[config.mk]
export PLATFORM = sky130hd
export DESIGN_NAME = pet_need_scheduler
export DESIGN_NICKNAME = d
export VERILOG_FILES = /design/src/rtl/pet_need_scheduler.sv
export SDC_FILE = /design/constraint.sdc
export NUM_CORES = 1
export LEC_CHECK = 0
export CORE_ASPECT_RATIO = 1.4
export CORE_MARGIN = 1
export CORE_UTILIZATION = 36
export CTS_CLUSTER_SIZE = 12
export DETAILED_ROUTE_END_ITERATION = 16
export GPL_TIMING_DRIVEN = 1
export PLACE_DENSITY_LB_ADDON = 0.08
export SETUP_SLACK_MARGIN = 0.4
export SKIP_LAST_GASP = 1
export SYNTH_ARGS = -nofsm -noshare
export SYNTH_HDL_FRONTEND = slang
export SYNTH_SLANG_ARGS = --single-unit
export TNS_END_PERCENT = 10
[constraint.sdc]
create_clock -name clk -period 3.99 [get_ports clk]
set_input_delay 0.798 -clock clk [delete_from_list [all_inputs] [get_ports clk]]
set_output_delay 0.798 -clock clk [all_outputs]
set_load 0.02 [all_outputs]
[src/rtl/pet_need_scheduler.sv]
// Pet need/condition flag generator: per-need age counters paced by a frame-tick prescaler,
// item pulses clear needs, neglect escalates to dying and then death.
module pet_need_scheduler #(
  parameter int TICKS_PER_STEP = 60,
  parameter int HUNGER_PERIOD  = 8,
  parameter int BORED_PERIOD   = 6,
  parameter int DIRTY_PERIOD   = 10,
  parameter int SICK_PERIOD    = 12,
  parameter int SICK_GRACE     = 4,
  parameter int DEATH_STEPS    = 5,
  parameter int SLEEP_STEPS    = 3,
  parameter int CW             = 8
) (
  input  logic       clk,
  input  logic       resetn,
  input  logic       game_active,
  input  logic       frame_tick,
  input  logic       ballGiven,
  input  logic       foodGiven,
  input  logic       broomGiven,
  input  logic       pillsGiven,
  input  logic       firstAidGiven,
  output logic       hungerenable,
  output logic       boredenable,
  output logic       sickenable,
  output logic       dirtyenable,
  output logic       dyingenable,
  output logic       zzzsenable,
  output logic       deceased,
  output logic [2:0] need_count
);

  // state    | meaning
  // S_IDLE   | game screen not running, everything held at 0
  // S_AWAKE  | needs age, idle steps counted toward sleep
  // S_ASLEEP | needs keep aging, any new need or item wakes the pet
  // S_DYING  | death countdown running, first aid rescues
  // S_DEAD   | terminal until game_active drops
  typedef enum logic [2:0] {S_IDLE, S_AWAKE, S_ASLEEP, S_DYING, S_DEAD} state_t;

  localparam int NH = 0;
  localparam int NB = 1;
  localparam int NS = 2;
  localparam int ND = 3;
  localparam logic [CW-1:0] ONE      = CW'(1);
  localparam logic [CW-1:0] TPS_M1   = CW'(TICKS_PER_STEP - 1);
  localparam logic [CW-1:0] GRACE_M1 = CW'(SICK_GRACE - 1);
  localparam logic [CW-1:0] SLEEP_M1 = CW'(SLEEP_STEPS - 1);
  localparam logic [CW-1:0] DEATH_LD = CW'(DEATH_STEPS);
  localparam logic [3:0][CW-1:0] PERIOD_M1 = {CW'(DIRTY_PERIOD - 1), CW'(SICK_PERIOD - 1),
                                              CW'(BORED_PERIOD - 1), CW'(HUNGER_PERIOD - 1)};

  state_t              state_q, state_d;
  logic [CW-1:0]       presc_q, presc_d;
  logic [3:0][CW-1:0]  age_q, age_d;
  logic [3:0]          flag_q, flag_d;
  logic [CW-1:0]       sick_cnt_q, sick_cnt_d;
  logic [CW-1:0]       idle_cnt_q, idle_cnt_d;
  logic [CW-1:0]       death_cnt_q, death_cnt_d;
  logic [4:0]          item_q, item_qq, item_edge;
  logic [3:0]          clr;
  logic                active, step, aid_edge;
  logic                dying_q, zzzs_q, deceased_q;
  logic [2:0]          need_count_q, need_count_d;

  // item bit order: 0 food, 1 ball, 2 broom, 3 pills, 4 first aid
  assign item_edge = item_q & ~item_qq;
  assign aid_edge  = item_edge[4];
  assign clr[NH]   = item_edge[0];
  assign clr[NB]   = item_edge[1];
  assign clr[ND]   = item_edge[2];
  assign clr[NS]   = item_edge[3];

  assign active = (state_q == S_AWAKE) || (state_q == S_ASLEEP) || (state_q == S_DYING);
  assign step   = active && frame_tick && (presc_q == TPS_M1);

  always_comb begin
    state_d     = state_q;
    presc_d     = presc_q;
    age_d       = age_q;
    flag_d      = flag_q;
    sick_cnt_d  = sick_cnt_q;
    idle_cnt_d  = idle_cnt_q;
    death_cnt_d = death_cnt_q;

    if (active && frame_tick) presc_d = step ? '0 : presc_q + ONE;

    if (active) begin
      for (int i = 0; i < 4; i++) begin
        if (step && !flag_q[i]) begin
          if (age_q[i] == PERIOD_M1[i]) begin
            flag_d[i] = 1'b1;
            age_d[i]  = '0;
          end else begin
            age_d[i] = age_q[i] + ONE;
          end
        end
        // an item on the same cycle as the flag-set wins
        if (clr[i]) begin
          flag_d[i] = 1'b0;
          age_d[i]  = '0;
        end
      end
    end

    unique case (state_q)
      S_IDLE: if (game_active) state_d = S_AWAKE;
      S_AWAKE: begin
        if (step && ((flag_q[NS] && sick_cnt_q == GRACE_M1) || need_count_q >= 3'd3)) begin
          state_d     = S_DYING;
          death_cnt_d = DEATH_LD;
          idle_cnt_d  = '0;
        end else if (|flag_d) begin
          idle_cnt_d = '0;
        end else if (step) begin
          if (idle_cnt_q == SLEEP_M1) begin
            state_d    = S_ASLEEP;
            idle_cnt_d = '0;
          end else begin
            idle_cnt_d = idle_cnt_q + ONE;
          end
        end
      end
      S_ASLEEP: begin
        idle_cnt_d = '0;
        if ((|(flag_d & ~flag_q)) || (|item_edge)) state_d = S_AWAKE;
      end
      S_DYING: begin
        if (aid_edge) begin
          state_d     = S_AWAKE;
          flag_d[NS]  = 1'b0;
          age_d[NS]   = '0;
          death_cnt_d = '0;
        end else if (step) begin
          death_cnt_d = death_cnt_q - ONE;
          if (death_cnt_q == ONE) begin
            state_d = S_DEAD;
            flag_d  = '0;
            age_d   = age_q;
          end
        end
      end
      S_DEAD:  state_d = S_DEAD;
      default: state_d = S_IDLE;
    endcase

    if (!flag_d[NS])                sick_cnt_d = '0;
    else if (step && flag_q[NS])    sick_cnt_d = sick_cnt_q + ONE;

    if (!game_active) begin
      state_d     = S_IDLE;
      presc_d     = '0;
      age_d       = '0;
      flag_d      = '0;
      sick_cnt_d  = '0;
      idle_cnt_d  = '0;
      death_cnt_d = '0;
    end
  end

  assign need_count_d = {2'b00, flag_d[0]} + {2'b00, flag_d[1]} + {2'b00, flag_d[2]} + {2'b00, flag_d[3]};

  always_ff @(posedge clk or negedge resetn) begin
    if (!resetn) begin
      state_q      <= S_IDLE;
      presc_q      <= '0;
      age_q        <= '0;
      flag_q       <= '0;
      sick_cnt_q   <= '0;
      idle_cnt_q   <= '0;
      death_cnt_q  <= '0;
      item_q       <= '0;
      item_qq      <= '0;
      dying_q      <= 1'b0;
      zzzs_q       <= 1'b0;
      deceased_q   <= 1'b0;
      need_count_q <= '0;
    end else begin
      state_q      <= state_d;
      presc_q      <= presc_d;
      age_q        <= age_d;
      flag_q       <= flag_d;
      sick_cnt_q   <= sick_cnt_d;
      idle_cnt_q   <= idle_cnt_d;
      death_cnt_q  <= death_cnt_d;
      item_q       <= {firstAidGiven, pillsGiven, broomGiven, ballGiven, foodGiven};
      item_qq      <= item_q;
      dying_q      <= (state_d == S_DYING);
      zzzs_q       <= (state_d == S_ASLEEP);
      deceased_q   <= (state_d == S_DEAD);
      need_count_q <= need_count_d;
    end
  end

  assign hungerenable = flag_q[NH];
  assign boredenable  = flag_q[NB];
  assign sickenable   = flag_q[NS];
  assign dirtyenable  = flag_q[ND];
  assign dyingenable  = dying_q;
  assign zzzsenable   = zzzs_q;
  assign deceased     = deceased_q;
  assign need_count   = need_count_q;

endmodule

# After elaboration in Yosys (flattened, before gate mapping)
# Index checks and enable logic that the tools add are counted.
# classes
addsub,11
magnitude_cmp,1
n_eq_ne,23
mux,67
n_bitwise,4
n_reduce_logical,23
# op_table
cell,count
$mux W8,29
$mux W32,5
$add A8 B1 Y8 const B,7
$pmux W8 S2,2
$mux W3,9
$mux W4,5
$eq A8 B2 Y1 const B,2
$eq A8 B3 Y1 const B,2
$eq A8 B4 Y1 const B,2
$mux W16,1
$pmux W3 S5,1
$mux W1,14
$eq A3 B2 Y1 const B,4
$logic_and A1 B1 Y1,9
$eq A8 B1 Y1 const B,1
$eq A8 B6 Y1 const B,1
$reduce_or A4 Y1,2
$sub A8 B1 Y8 const B,1
$eq A3 B3 Y1 const B,2
$ne A3 B1 Y1 const B,2
$ne A3 B2 Y1 const B,2
$and A5 B5 Y5,1
$ne A5 B3 Y1 const B,1
$ne A5 B5 Y1 const B,1
other kinds (17),23
# totals
ff_bits,87
output_inout_bits,10
wordCells,145

# Logic depth before layout (Yosys ltp)
# Gate-level depths: netlist of the first run.
# depth
depth_word,17
depth_mapped,10

# Worst setup path before layout of the first run
# Ideal clock, no wire load.
# synth_timing
kind,input-to-reg
from,input frame_tick
to,"register need_count_q[1], in the netlist need_count[1]"
setup_time_ns,0.126
t_arrival_ns,2.827
required_time_ns,3.864
slack_ns,1.037
stages,9
n_path_buf,1
cell_sequence,nand2_1 -> or4_4 -> buf_6 -> o21ai_2 -> nand3_1 -> fa_1 -> inv_1 -> ha_1 -> ha_1
# synth_via
elab_chain_cells,14
elab_cells_between_ends,25
classes_between,add/sub (3); mux (16); reduce/logical (6)
# synth_rtl
element,line,text
from (decl),17,"input logic frame_tick,"
$logic_and A1 B1 Y1 (*) (2 in a row),75,assign step = active && frame_tick && (presc_q == TPS_M1);
$logic_and A1 B1 Y1,90,if (step && !flag_q[i]) begin
$mux W1,90,
$mux W1,99,if (clr[i]) begin
$mux W4,88,if (active) begin
$mux W4,136,if (death_cnt_q == ONE) begin
$mux W4,134,end else if (step) begin
$mux W2,129,if (aid_edge) begin
$mux W4 (*),106,unique case (state_q)
$mux W4 (*),150,if (!game_active) begin
$add A1 B1 Y2,161,"assign need_count_d = {2'b00, flag_d[0]} + {2'b00, flag_d[1]} + {2'b00, flag_d[2]} + {2'b00, flag_d[3]};"
$add A2 B1 Y3,161,
$add A3 B1 Y3 (*),161,
net need_count_d[1],64,"logic [2:0] need_count_q, need_count_d;"
to (signal assigned),191,need_count_q <= need_count_d;
to (decl),64,
# The timed path passes the listed nets; every way through them passes the cells marked *.
# A chain may end at the register's enable or synchronous reset.

# Final worst setup path of the first run
# Ends and elaborated chain as after synthesis.

==> flow_summary.yaml, run 1 <==
sta:
  clock.fmax_mhz: 296.3
  unrepaired_setup_endpoints_after_global_routing: "false"
  worst_clock_skew_ns: 0.006984
  totalNegativeSetupSlack_ns: 0
  min_period_ns: 3.375
  finalHoldViolCount: 0
  worst_slew_pin_slew_ns: 0.9744
  timing.max_slew.rel_slack: 0.3504
  final.period_utilization: 0.8458
  final-setup-viol-count: 0
  slew_viol_final: 0
  whs_ns: 0.3680
worst_setup_path:
  ff2ff_setup_slack_ns: 0.91
  path_class: "in2reg"
  crit_required_ns: 4.22
  crit_cells: 9
  reg2reg_from: "state_q[0]$_DFF_PN0_"
  critPathCaptureType: "register"
  cells_along_the_critical_path: "clkdlybuf4s50_1 > nand2_1 > or4_4 > o21ai_1 > nand3_1 > fa_1 > inv_1 > ha_1 > ha_1"
  worst_ep_arrival_time_ns: 3.60
  worst_path_largest_cell_delay_ns: 0.58
  path_common_cell: "sky130_fd_sc_hd__ha_1"
  critical_path.startpoint_type: "input pin"
  capture_point_of_the_worst_path: "need_count[1]$_DFF_PN0_"
  cpMaxStageDelayCell: "sky130_fd_sc_hd__or4_4"
  critical_path_fanouts_max: 4
  worst-r2r-cell-count: 8
  crit_buf_inv: 2
  critPathTopFamily: "adder cells"
  cp-startpoint: "frame_tick"
  rr_endpoint: "need_count[1]$_DFF_PN0_"
logic_synthesis:
  yosysSeqAreaShare: 0.4629
  ys_dominant_reg_cell: "sky130_fd_sc_hd__dfrtp_1"
  synth_enable_flop_cells: 0
  top_cell_type_s_share_of_synthesized_area: 0.4629
  yosysUniqueCellTypes: 59
  yosys.cell_count.top_type: "sky130_fd_sc_hd__dfrtp_1"
  synth_commonest_cells: "sky130_fd_sc_hd__dfrtp_1 (87), sky130_fd_sc_hd__o21ai_0 (53), sky130_fd_sc_hd__nor2_1 (49), sky130_fd_sc_hd__nand2_1 (39), sky130_fd_sc_hd__nand3_1 (30)"
  synth-warning-count: 0
  syn_avg_cell_area_um2: 9.313
  postSynthNetCount: 529
  synth_area_leader_cell: "sky130_fd_sc_hd__dfrtp_1"
  post_synth_instance_area_mm2: 0.004703
  synthCells: 505
  cell_types_with_the_largest_area_share_after_synthesis: "sky130_fd_sc_hd__dfrtp_1 (46%), sky130_fd_sc_hd__o21ai_0 (5.6%), sky130_fd_sc_hd__nor2_1 (3.9%), sky130_fd_sc_hd__ha_1 (3.7%), sky130_fd_sc_hd__nand3_1 (3.2%)"
  ys_async_sr_fraction: 1.000
  ys_ff_latch: 87
pwr:
  leakage_dissipation_nw: 2.357
  p_per_area_mw_per_mm2: 365.1
  ir_drop_mv: 0.1982
worst_hold_path:
  path_type_of_the_worst_min_delay_path: "reg2reg"
placement:
  estimated_wirelength_of_the_detail_placed_design_mm: 7.720
  placement.cell_area_mm2: 0.005096
  buffer_ports.inserted: 18
  dp.cells: 673
  routabilityCongestion: 0.7978
global_route:
  grt_pass1_vias: 3804
  grtUsageTotal: 0.1780
  number_of_antenna_violations_at_the_first_check_in_global_routing: 0
  globalRoute.totalOverflow: 0
  grt_pass1_wl_mm: 18.83
  largest_net_degree_at_the_start_of_global_routing: 76
detailed_routing:
  routed_wirelength_mm: 10.87
  wl_per_cell_um: 15.80
  detailedRoute.firstIterationViolations: 206
  count_of_tritonroute_iterations_in_the_first_routing_pass: 4
  route.met3.wl_um: 233
  route.met2.wl_mm: 5.216
  maxUsedRoutingLayer: "met4"
  vias: 3775
  antenna_left: 0
  drt_drc_violations_left: 0
  detail_route.wirelength.met1_mm: 5.134
  detail_route.vias_per_cell: 5.487
clock_network:
  clk-insertion-delay-late_ns: 0.35
  tritoncts_buffers: 9
  cts-hold-fix-buffers: 0
  post-cts-setup-buffers: 0
  post_cts_resized: 0
  cts_num_sinks: 87
  clockRootBuffer: "sky130_fd_sc_hd__clkbuf_16"
  maximum_number_of_buffers_from_clock_root_to_sink: 2
  clk_transition_reported_paths_ns: 0.06
  cts_tree: "yes"
  clock_tree.htree_level_count: 3
cells_and_area:
  finalNetCount: 555
  antenna_cells_inserted: 0
  share_of_final_layout_standard_cells_stronger_than_drive_strength_1: 0.08972
  post-route-util: 0.4225
  area_delta_synth_final_pct: 15.11
  instances_no_fill: 688
  post-route-cell-area_mm2: 0.005414
status:
  run_status: "completed"
floorplanning:
  floorplan.io_pins: 19
  std_cell_rows: 49
  die_area_mm2: 0.01353
  die_height_um: 137.2
  initial_core_util: 0.3671
  die_x_um: 98.60
  area_of_the_placeable_core_mm2: 0.01281
flow_run:
  timing.max_cap.violations: 0
## worst min path at each step
stage | slack [ns] | startpoint | endpoint | cells past startpoint
after floorplan | 0.35 | item_q[3]$_DFF_PN0_ | item_qq[3]$_DFF_PN0_ | 0
after global placement | 0.35 | item_q[3]$_DFF_PN0_ | item_qq[3]$_DFF_PN0_ | 0
after detailed placement | 0.36 | item_q[3]$_DFF_PN0_ | item_qq[3]$_DFF_PN0_ | 0
after CTS | 0.37 | item_q[3]$_DFF_PN0_ | item_qq[3]$_DFF_PN0_ | 0
after global routing | 0.39 | item_q[3]$_DFF_PN0_ | item_qq[3]$_DFF_PN0_ | 0
final | 0.37 | item_q[3]$_DFF_PN0_ | item_qq[3]$_DFF_PN0_ | 0
## layout make-up
class	count	area (µm²)
clock inverters	2	37.54
fillers	1246	7400
repair buffers	32	282.8
multi-input cells	382	2374
flip-flops and latches	87	2177
inverters	19	71.32
well taps	153	191.4
clock buffers	13	280.3
## flip-flops by register name, summed over array words and instances, names as in the netlist, 3 cells and up
| name | count |
|---|---|
| age_q | 32 |
| death_cnt_q | 8 |
| idle_cnt_q | 8 |
| presc_q | 8 |
| sick_cnt_q | 8 |
| item_q | 5 |
| item_qq | 5 |
| flag_q | 4 |
| need_count | 3 |
| state_q | 3 |
## metrics by stage
stage	setup slack (ns)	power, mW
floorplan	1.037	1.029
detailed placement	0.2822	1.095
finish	0.6151	1.976
global placement	0.3500	1.092
CTS	0.6501	2.010
global route	0.5239	2.065
## per-layer routing
| metal | track usage | up-vias |
|---|---|---|
| met2 | 0.3048 | 53 |
| met5 | 0 | - |
| li1 | - | 1873 |
| met1 | 0.2191 | 1831 |
| met4 | 0.08789 | 0 |
| met3 | 0.02790 | 18 |
## placed cells by master (no fill, tap or decap), drive strengths merged, types with 4 or more instances in the layout
| cell | n |
|---|---|
| dfrtp | 87 |
| o21ai | 58 |
| nor2 | 49 |
| nand2 | 39 |
| nand3 | 30 |
| a21oi | 21 |
| inv | 19 |
| nand2b | 17 |
| clkdlybuf4s50 | 17 |
| nor2b | 16 |
| o31ai | 16 |
| and3 | 15 |
| buf | 15 |
| ha | 14 |
| clkbuf | 13 |
| xor2 | 11 |
| nor4 | 11 |
| nand4 | 8 |
| nor3 | 8 |
| xnor2 | 7 |
| a22o | 5 |
| or4 | 5 |
| o22ai | 4 |
| a21o | 4 |
## logic make-up (layout without fill, tap and decap cells)
family,after synthesis,count (layout),share of synthesized area
and+or+nand+nor,212,212,0.2325
AOI/OAI and AO/OA,136,136,0.1934
DFF,87,87,0.4629
buffers and inverters,36,66,0.03379
xor gates and xnor gates,18,18,0.03352
adders and majority gates,15,15,0.04150
muxes,1,1,0.002394
## power breakdown
group	internal, mW	switching (mW)
Clock	0.550	0.350
Combinational	0.0553	0.0965
Sequential	0.904	0.0205
Total	1.51	0.467
Power figures use the tool's default switching activity.
==> inputs of run 2 (changes only) <==
Clock period 3.99 ns to 3.5 ns, I/O delays scaled along.
==> run 2 against run 1 <==
Compared with the run above: clock skew up 0.0034 ns; largest cell class unchanged; power up 9.9%; worst setup slack worse by 0.050 ns; count of clock-buffer cells in the layout unchanged.
==> flow_summary.yaml, run 2 (synthesis gave the netlist of run 1 again) <==
status:
  run_status: "completed"
worst_setup_path:
  critical_path_fanouts_max: 6
  worst_ep_arrival_time_ns: 3.16
  cpMaxStageDelayCell: "sky130_fd_sc_hd__fa_1"
  path_class: "in2reg"
  critPathCaptureType: "register"
  cells_along_the_critical_path: "clkdlybuf4s50_1 > nand2_1 > or4_4 > o21ai_2 > nand3_1 > fa_1 > inv_1 > ha_1 > ha_1"
  worst_path_largest_cell_delay_ns: 0.54
  crit_required_ns: 3.72
  path_common_cell: "sky130_fd_sc_hd__ha_1"
  critical_path.startpoint_type: "input pin"
floorplanning:
  die_x_um: 98.60
  floorplan.io_pins: 19
  initial_core_util: 0.3671
  die_area_mm2: 0.01353
  area_of_the_placeable_core_mm2: 0.01281
  std_cell_rows: 49
  die_height_um: 137.2
clock_network:
  cts-hold-fix-buffers: 0
  clk_transition_reported_paths_ns: 0.06
  clk-insertion-delay-late_ns: 0.34
  tritoncts_buffers: 9
  maximum_number_of_buffers_from_clock_root_to_sink: 2
  clockRootBuffer: "sky130_fd_sc_hd__clkbuf_16"
  clock_tree.htree_level_count: 3
  cts_tree: "yes"
  cts_num_sinks: 87
sta:
  setup_ws_final_ns: 0.5654
  finalHoldViolCount: 0
  worst_clock_skew_ns: 0.01033
  unrepaired_setup_endpoints_after_global_routing: "false"
  worst_slew_pin_slew_ns: 0.6486
  final-setup-viol-count: 0
  min_period_ns: 2.935
  final.period_utilization: 0.8385
  slew_viol_final: 0
  totalNegativeSetupSlack_ns: 0
  clock.fmax_mhz: 340.8
  timing.max_slew.rel_slack: 0.5643
flow_run:
  timing.max_cap.violations: 0
global_route:
  globalRoute.totalOverflow: 0
  number_of_antenna_violations_at_the_first_check_in_global_routing: 0
  largest_net_degree_at_the_start_of_global_routing: 51
  grt_pass1_vias: 3794
  grt_pass1_wl_mm: 18.86
  grtUsageTotal: 0.1762
detailed_routing:
  count_of_tritonroute_iterations_in_the_first_routing_pass: 6
  vias: 3843
  wl_per_cell_um: 15.47
  detail_route.vias_per_cell: 5.506
  routed_wirelength_mm: 10.80
  antenna_left: 0
  drt_drc_violations_left: 0
  detailedRoute.firstIterationViolations: 183
placement:
  placement.cell_area_mm2: 0.005164
  buffer_ports.inserted: 18
  estimated_wirelength_of_the_detail_placed_design_mm: 7.934
  routabilityCongestion: 0.8455
  pre_cts_ws_ns: 0.03687
worst_hold_path:
  path_type_of_the_worst_min_delay_path: "reg2reg"
cells_and_area:
  top_register: "age_q"
  finalNetCount: 566
  largest_reg_flops: 32
  post-route-cell-area_mm2: 0.005468
  area_delta_synth_final_pct: 16.25
  post-route-util: 0.4267
  layout_commonest_cell: "sky130_fd_sc_hd__dfrtp_1"
  layout_common_cells: "sky130_fd_sc_hd__dfrtp_1 (87), sky130_fd_sc_hd__o21ai_0 (53), sky130_fd_sc_hd__nor2_1 (49), sky130_fd_sc_hd__nand2_1 (39), sky130_fd_sc_hd__nand3_1 (29)"
  antenna_cells_inserted: 0
  share_of_final_layout_standard_cells_stronger_than_drive_strength_1: 0.1046
pwr:
  p_per_area_mw_per_mm2: 397.1
  totalPowerFinal_mw: 2.171
  ir_drop_mv: 0.1939
  leakage_dissipation_nw: 2.395
run 2: cell types whose count changed in the layout (fill, tap and decap cells not counted), sizes merged:
cell	delta
buf	+11
clkinvlp	-1
run 2: worst paths after layout:
check	startpoint	endpoint	slack, ns	depth (start not counted)
max	frame_tick	need_count[1]$_DFF_PN0_	0.57	9
min	item_q[3]$_DFF_PN0_	item_qq[3]$_DFF_PN0_	0.36	0
max reg2reg	presc_q[2]$_DFFE_PN0P_	need_count[1]$_DFF_PN0_	0.59	8
min reg2reg	item_q[3]$_DFF_PN0_	item_qq[3]$_DFF_PN0_	0.36	0
max in group asynchronous	resetn	death_cnt_q[1]$_DFFE_PN0P_	2.35	2
min in group asynchronous	resetn	presc_q[6]$_DFFE_PN0P_	0.38	1
run 2: power by group:
| group | switching (mW) | internal, mW |
|---|---|---|
| clock network | 0.374 | 0.566 |
| registers | 0.0215 | 1.03 |
| logic | 0.112 | 0.0670 |
| total | 0.508 | 1.66 |
run 2: layout make-up:
| cell class | instances | area [µm²] |
|---|---|---|
| Clock inverter | 1 | 30.03 |
| Inverter | 19 | 71.32 |
| Sequential cell | 87 | 2177 |
| Fill cell | 1258 | 7346 |
| Clock buffer | 13 | 250.2 |
| Timing Repair Buffer | 43 | 365.4 |
| Multi-Input combinational cell | 382 | 2382 |
| Tap cell | 153 | 191.4 |
run 2: per-stage QoR:
stage               hold WS, ns  std cells
global placement         0.3540        682
global route             0.3692        698
CTS                      0.3657        696
floorplan                0.3465        505
finish                   0.3640        698
detailed placement       0.3514        682
run 2: timing repair:
action / 4_1_cts / 5_1_grt
buffers inserted: 0 / 2
resized for setup: 1 / 1
endpoints found under the setup margin: 1 / 9
pin swaps: 0 / 2
run 2: routing by layer:
metal	vias up	global-route usage	routed length, µm
met1	1878	0.2232	4954
met2	60	0.2966	5320
met4	0	0.08043	229
met5	-	0	0
li1	1890	-	-
met3	15	0.02841	292
run 2: critical path, delay by kind of cell:
family                     cells  cell delay, ns
buffers and inverters          2            0.52
AOI/OAI and AO/OA              1            0.19
adders and majority gates      3            0.99
and+or+nand+nor                3            0.76
==> inputs of run 3 (changes only) <==
Clock period 3.5 ns to 2.8 ns, I/O delays scaled along.
==> run 3 against run 2 <==
Compared with the run above: clock skew down 0.0019 ns; sequential share of layout area down 4.4 points; global-route usage up 0.71 points; via count up 6.7%; die area unchanged; largest power group unchanged; hold slack worse by 0.16 ns.
==> flow_summary.yaml, run 3 (synthesis gave the netlist of run 1 again) <==
detailed_routing:
  antenna_left: 0
  drt_drc_violations_left: 0
  wl_per_cell_um: 15.31
  detail_route.vias_per_cell: 5.430
  count_of_tritonroute_iterations_in_the_first_routing_pass: 4
  routed_wirelength_mm: 11.56
  detailedRoute.firstIterationViolations: 190
  vias: 4100
sta:
  timing.max_slew.rel_slack: 0.6140
  slew_viol_final: 0
  clock.fmax_mhz: 364.7
  unrepaired_setup_endpoints_after_global_routing: "true"
  min_period_ns: 2.742
  whs_ns: 0.2009
  final.period_utilization: 0.9793
  worst_clock_skew_ns: 0.008437
  final-setup-viol-count: 0
  worst_slew_pin_slew_ns: 0.5790
  finalHoldViolCount: 0
global_route:
  grt_pass1_vias: 4034
  largest_net_degree_at_the_start_of_global_routing: 47
  globalRoute.totalOverflow: 0
  grtUsageTotal: 0.1834
  grt_pass1_wl_mm: 19.47
  number_of_antenna_violations_at_the_first_check_in_global_routing: 0
cells_and_area:
  antenna_cells_inserted: 0
  layout_common_cells: "sky130_fd_sc_hd__dfrtp_1 (87), sky130_fd_sc_hd__buf_4 (71), sky130_fd_sc_hd__nor2_1 (49), sky130_fd_sc_hd__o21ai_0 (43), sky130_fd_sc_hd__nand2_1 (38)"
  post-route-util: 0.4798
  finalNetCount: 621
  area_delta_synth_final_pct: 30.73
  regArea_mm2: 0.002177
  top_register: "age_q"
  multi_input_comb_area_mm2: 0.002549
  largest_reg_flops: 32
  layout_commonest_cell: "sky130_fd_sc_hd__dfrtp_1"
  filler_cell_count: 1209
  share_of_final_layout_standard_cells_stronger_than_drive_strength_1: 0.2292
  post-route-cell-area_mm2: 0.006148
floorplanning:
  die_height_um: 137.2
  std_cell_rows: 49
  initial_core_util: 0.3671
  die_area_mm2: 0.01353
  floorplan.io_pins: 19
  area_of_the_placeable_core_mm2: 0.01281
  die_x_um: 98.60
clock_network:
  cts_tree: "yes"
  clk-insertion-delay-late_ns: 0.35
  clk_transition_reported_paths_ns: 0.07
  clockRootBuffer: "sky130_fd_sc_hd__clkbuf_16"
  tritoncts_buffers: 9
  maximum_number_of_buffers_from_clock_root_to_sink: 2
  cts_num_sinks: 87
  clock_tree.htree_level_count: 3
worst_setup_path:
  worst_ep_arrival_time_ns: 3.02
  reg2reg_from: "state_q[2]$_DFF_PN0_"
  cp-startpoint: "state_q[2]$_DFF_PN0_"
  critical_path.startpoint_type: "register"
  critical_path_fanouts_max: 11
  worst-r2r-cell-count: 12
  critPathCaptureType: "register"
  path_class: "reg2reg"
  crit_required_ns: 3.08
placement:
  placement.cell_area_mm2: 0.005468
  buffer_ports.inserted: 18
  estimated_wirelength_of_the_detail_placed_design_mm: 8.308
  routabilityCongestion: 0.8173
status:
  run_status: "completed"
flow_run:
  timing.max_cap.violations: 0
pwr:
  leakage_dissipation_nw: 2.729
  ir_drop_mv: 0.2948
  p_per_area_mw_per_mm2: 468.6
worst_hold_path:
  path_type_of_the_worst_min_delay_path: "in2async"
-- run 3: layout make-up --
cell class,count,share of cell area
clock buffers,9,0.03663
inverters,19,0.01160
clock inverters,7,0.01567
well taps,153,0.03114
flip-flops and latches,87,0.3541
repair buffers,98,0.1363
multi-input cells,382,0.4145
-- run 3: metal layers --
layer | wire length, µm | up-vias | GRT usage
met3 | 343 | 24 | 0.03399
met4 | 309 | 0 | 0.08872
met1 | 5056 | 2003 | 0.2216
li1 | - | 2006 | -
met5 | 0 | - | 0
met2 | 5849 | 67 | 0.3157
-- run 3: path summary, 6_finish.rpt --
check                                            end  slack, ns
setup reg to reg           idle_cnt_q[2]$_DFFE_PN0P_       0.06
setup / recovery           idle_cnt_q[2]$_DFFE_PN0P_       0.06
max in group asynchronous       age_q[6]$_DFFE_PN0P_       1.95
hold reg to reg                 item_qq[3]$_DFF_PN0_       0.37
hold / removal                presc_q[3]$_DFFE_PN0P_       0.20
min in group clk                item_qq[3]$_DFF_PN0_       0.37
-- run 3: through the flow --
step / instances / total power, mW / TNS [ns] / setup slack [ns]
CTS: 741 / 2.908 / 0 / 0.02585
floorplan: 505 / 1.467 / 0 / 0.07188
detailed placement: 717 / 1.591 / -11.31 / -0.4678
global placement: 717 / 1.587 / -9.615 / -0.4311
global route: 755 / 3.000 / -0.4356 / -0.08402
finish: 755 / 2.881 / 0 / 0.05809
-- run 3: critical path: stages, from the launching register on --
cell and delay (ns):
sky130_fd_sc_hd__dfrtp_1 0.37, sky130_fd_sc_hd__o21bai_4 0.17, sky130_fd_sc_hd__buf_4 0.19, sky130_fd_sc_hd__o211ai_2 0.27, sky130_fd_sc_hd__o21ai_4 0.10, sky130_fd_sc_hd__buf_4 0.14, sky130_fd_sc_hd__buf_4 0.13, sky130_fd_sc_hd__a2111oi_4 0.47
sky130_fd_sc_hd__nand4_1 0.19, sky130_fd_sc_hd__buf_4 0.21, sky130_fd_sc_hd__nor2_1 0.14, sky130_fd_sc_hd__buf_4 0.16, sky130_fd_sc_hd__a22o_1 0.13
-- run 3: power breakdown --
part	internal, mW	leakage, nW	switching (mW)	total, mW
Sequential	1.29	1.18	0.0257	1.31
Combinational	0.109	1.39	0.156	0.264
Clock	0.785	0.160	0.518	1.30
Total	2.18	2.73	0.700	2.88
-- run 3: repair_timing --
item / CTS / global route
buffers inserted: 8 / 13
hold buffers: 0 / 0
resized for setup: 9 / 38
gates cloned: 0 / 1
pin swaps: 9 / 14
endpoints found under the setup margin: 55 / 62
==> edit, RTL diff (config.mk and constraints of run 3) <==
`CW`: 8 -> 16.
--- a/src/rtl/pet_need_scheduler.sv
+++ b/src/rtl/pet_need_scheduler.sv
@@ -10,5 +10,5 @@
   parameter int DEATH_STEPS    = 5,
   parameter int SLEEP_STEPS    = 3,
-  parameter int CW             = 8
+  parameter int CW             = 16
 ) (
   input  logic       clk,
Function: same outputs for any inputs over 10 cycles, from zero or initial values and one cycle with resetn low; that may be too few to reach the edited logic, so the function may still have changed.
==> edit against run 3 <==
Synthesized cell count increased by 86%; clock power rose by 99%; die area increased by 79%; sequential cell count rose by 64; synthesized area is 81% higher; fmax is 1.3% higher; cell count rose by 84%; power increased by 85%; first-iteration DRC count up 66%; wire length rose by 99%; sequential share of layout area down 0.52 points; cell area up 76%; worst hold slack lost 0.15 ns; worst setup slack improved by 0.036 ns.
==> edit: results (changes against run 3) <==
outcome=complete, no violations (unchanged); peak fanout along the critical path=3 (was 11); Crit path largest cell delay=0.53 ns (was 0.47 ns); Clock Skew=0.0132 ns (was 0.00844 ns); Leak=4.65 nW (was 2.73 nW); fmax=370 MHz (was 365 MHz); gr usage total=20.0% (was 18.3%); Critical Path AT=3.03 ns (was 3.02 ns); H-Tree Depth=4 (was 3); Crit-path slowest cell=fa_1 (was a2111oi_4); post-synth cell types=75 (was 59); Clock Latency Late Sink=0.44 ns (was 0.35 ns); met3 usage in global routing=3.01% (was 3.40%); number of buffers created by CTS=17 (was 9); Cell Int Power=0.00396 W (was 0.00218 W); combinational power share=9.4% (was 9.2%); NetSw=0.00138 W (was 0.000700 W); CP startpoint=presc_q[8] (was state_q[2]); 1st-iter DRT viols=315 (was 190); routed wl met3=435 um (was 343 um); GP Congestion=0.824 (was 0.817); vias per inst=5.42 (was 5.43); met2 Use GR=36.2% (was 31.6%); M1 GR Usage=24.4% (was 22.2%); dpl hpwl=16200 um (was 8310 um); largest cells by area after synthesis=dfrtp_1 (44%), o21ai_0 (5.0%), nor2_1 (4.7%) (was dfrtp_1 (46%), o21ai_0 (5.6%), nor2_1 (3.9%)); R2R cell count=11 (was 12); max reg flops=64 (was 32); metal2 WL=12000 um (was 5850 um); Crit Reg-Reg Endpoint=need_count[1] (was idle_cnt_q[2]); Final nets=1091 (was 621); first-pass GRT wire length=38500 um (was 19500 um); pre-CTS setup slack=-0.291 ns (was -0.468 ns); sequential share of the synthesized area=44.5% (was 46.3%); vias in the first global route=7550 (was 4034); syn nets=962 (was 529); Reg2Reg Setup Slack=0.09 ns (was 0.06 ns)
==> edit: cell type report <==
class,count,area [sq um],share of cell area [%]
timing repair buffer,144,1250,11.5
multi-input combinational,732,4690,43.3
sequential,151,3780,34.9
tap,306,383,3.53
clock inverter,15,231,2.14
inverter,21,78.8,0.728
clock buffer,17,425,3.93
==> edit: worst max-delay path: cells and delay by family, from the launching register on <==
| kind | cells | cell delay, ns |
|---|---|---|
| adder cells (fa/ha/maj) | 3 | 0.88 |
| buffers and inverters | 2 | 0.23 |
| flip-flops | 1 | 0.41 |
| AND/OR/NAND/NOR | 6 | 1.09 |
==> edit: cells by family after synthesis <==
family	Yosys count	synth area share (%)
muxes	1	0.133
adders and majority gates	15	2.30
buffers and inverters	55	3.32
xor gates and xnor gates	43	4.43
AOI/OAI and AO/OA	225	16.7
and+or+nand+nor	448	28.7
DFF	151	44.5
==> edit: worst min path at each step <==
| stage | end | slack, ns | cells past startpoint |
|---|---|---|---|
| after floorplan | age_q[0] | 0.26 | 0 |
| after global placement | item_qq[1] | 0.38 | 0 |
| after detailed placement | item_qq[1] | 0.37 | 0 |
| after CTS | zzzsenable | 0.05 | 1 |
| after global routing | idle_cnt_q[9] | 0.06 | 1 |
| final | idle_cnt_q[8] | 0.05 | 1 |
==> edit: through the flow <==
step / hold slack (ns) / cell area [sq um] / TNS, ns / util (%) / cells
3_5_place_dp: 0.374 / 9760 / -0.845 / 42.1 / 1335
4_1_cts: 0.0461 / 10600 / 0 / 45.7 / 1377
5_1_grt: 0.0644 / 10800 / 0 / 46.7 / 1386
6_report: 0.0494 / 10800 / 0 / 46.7 / 1386
3_3_place_gp: 0.376 / 9760 / -0.943 / 42.1 / 1335
2_1_floorplan: 0.264 / 8520 / -0.111 / - / 938
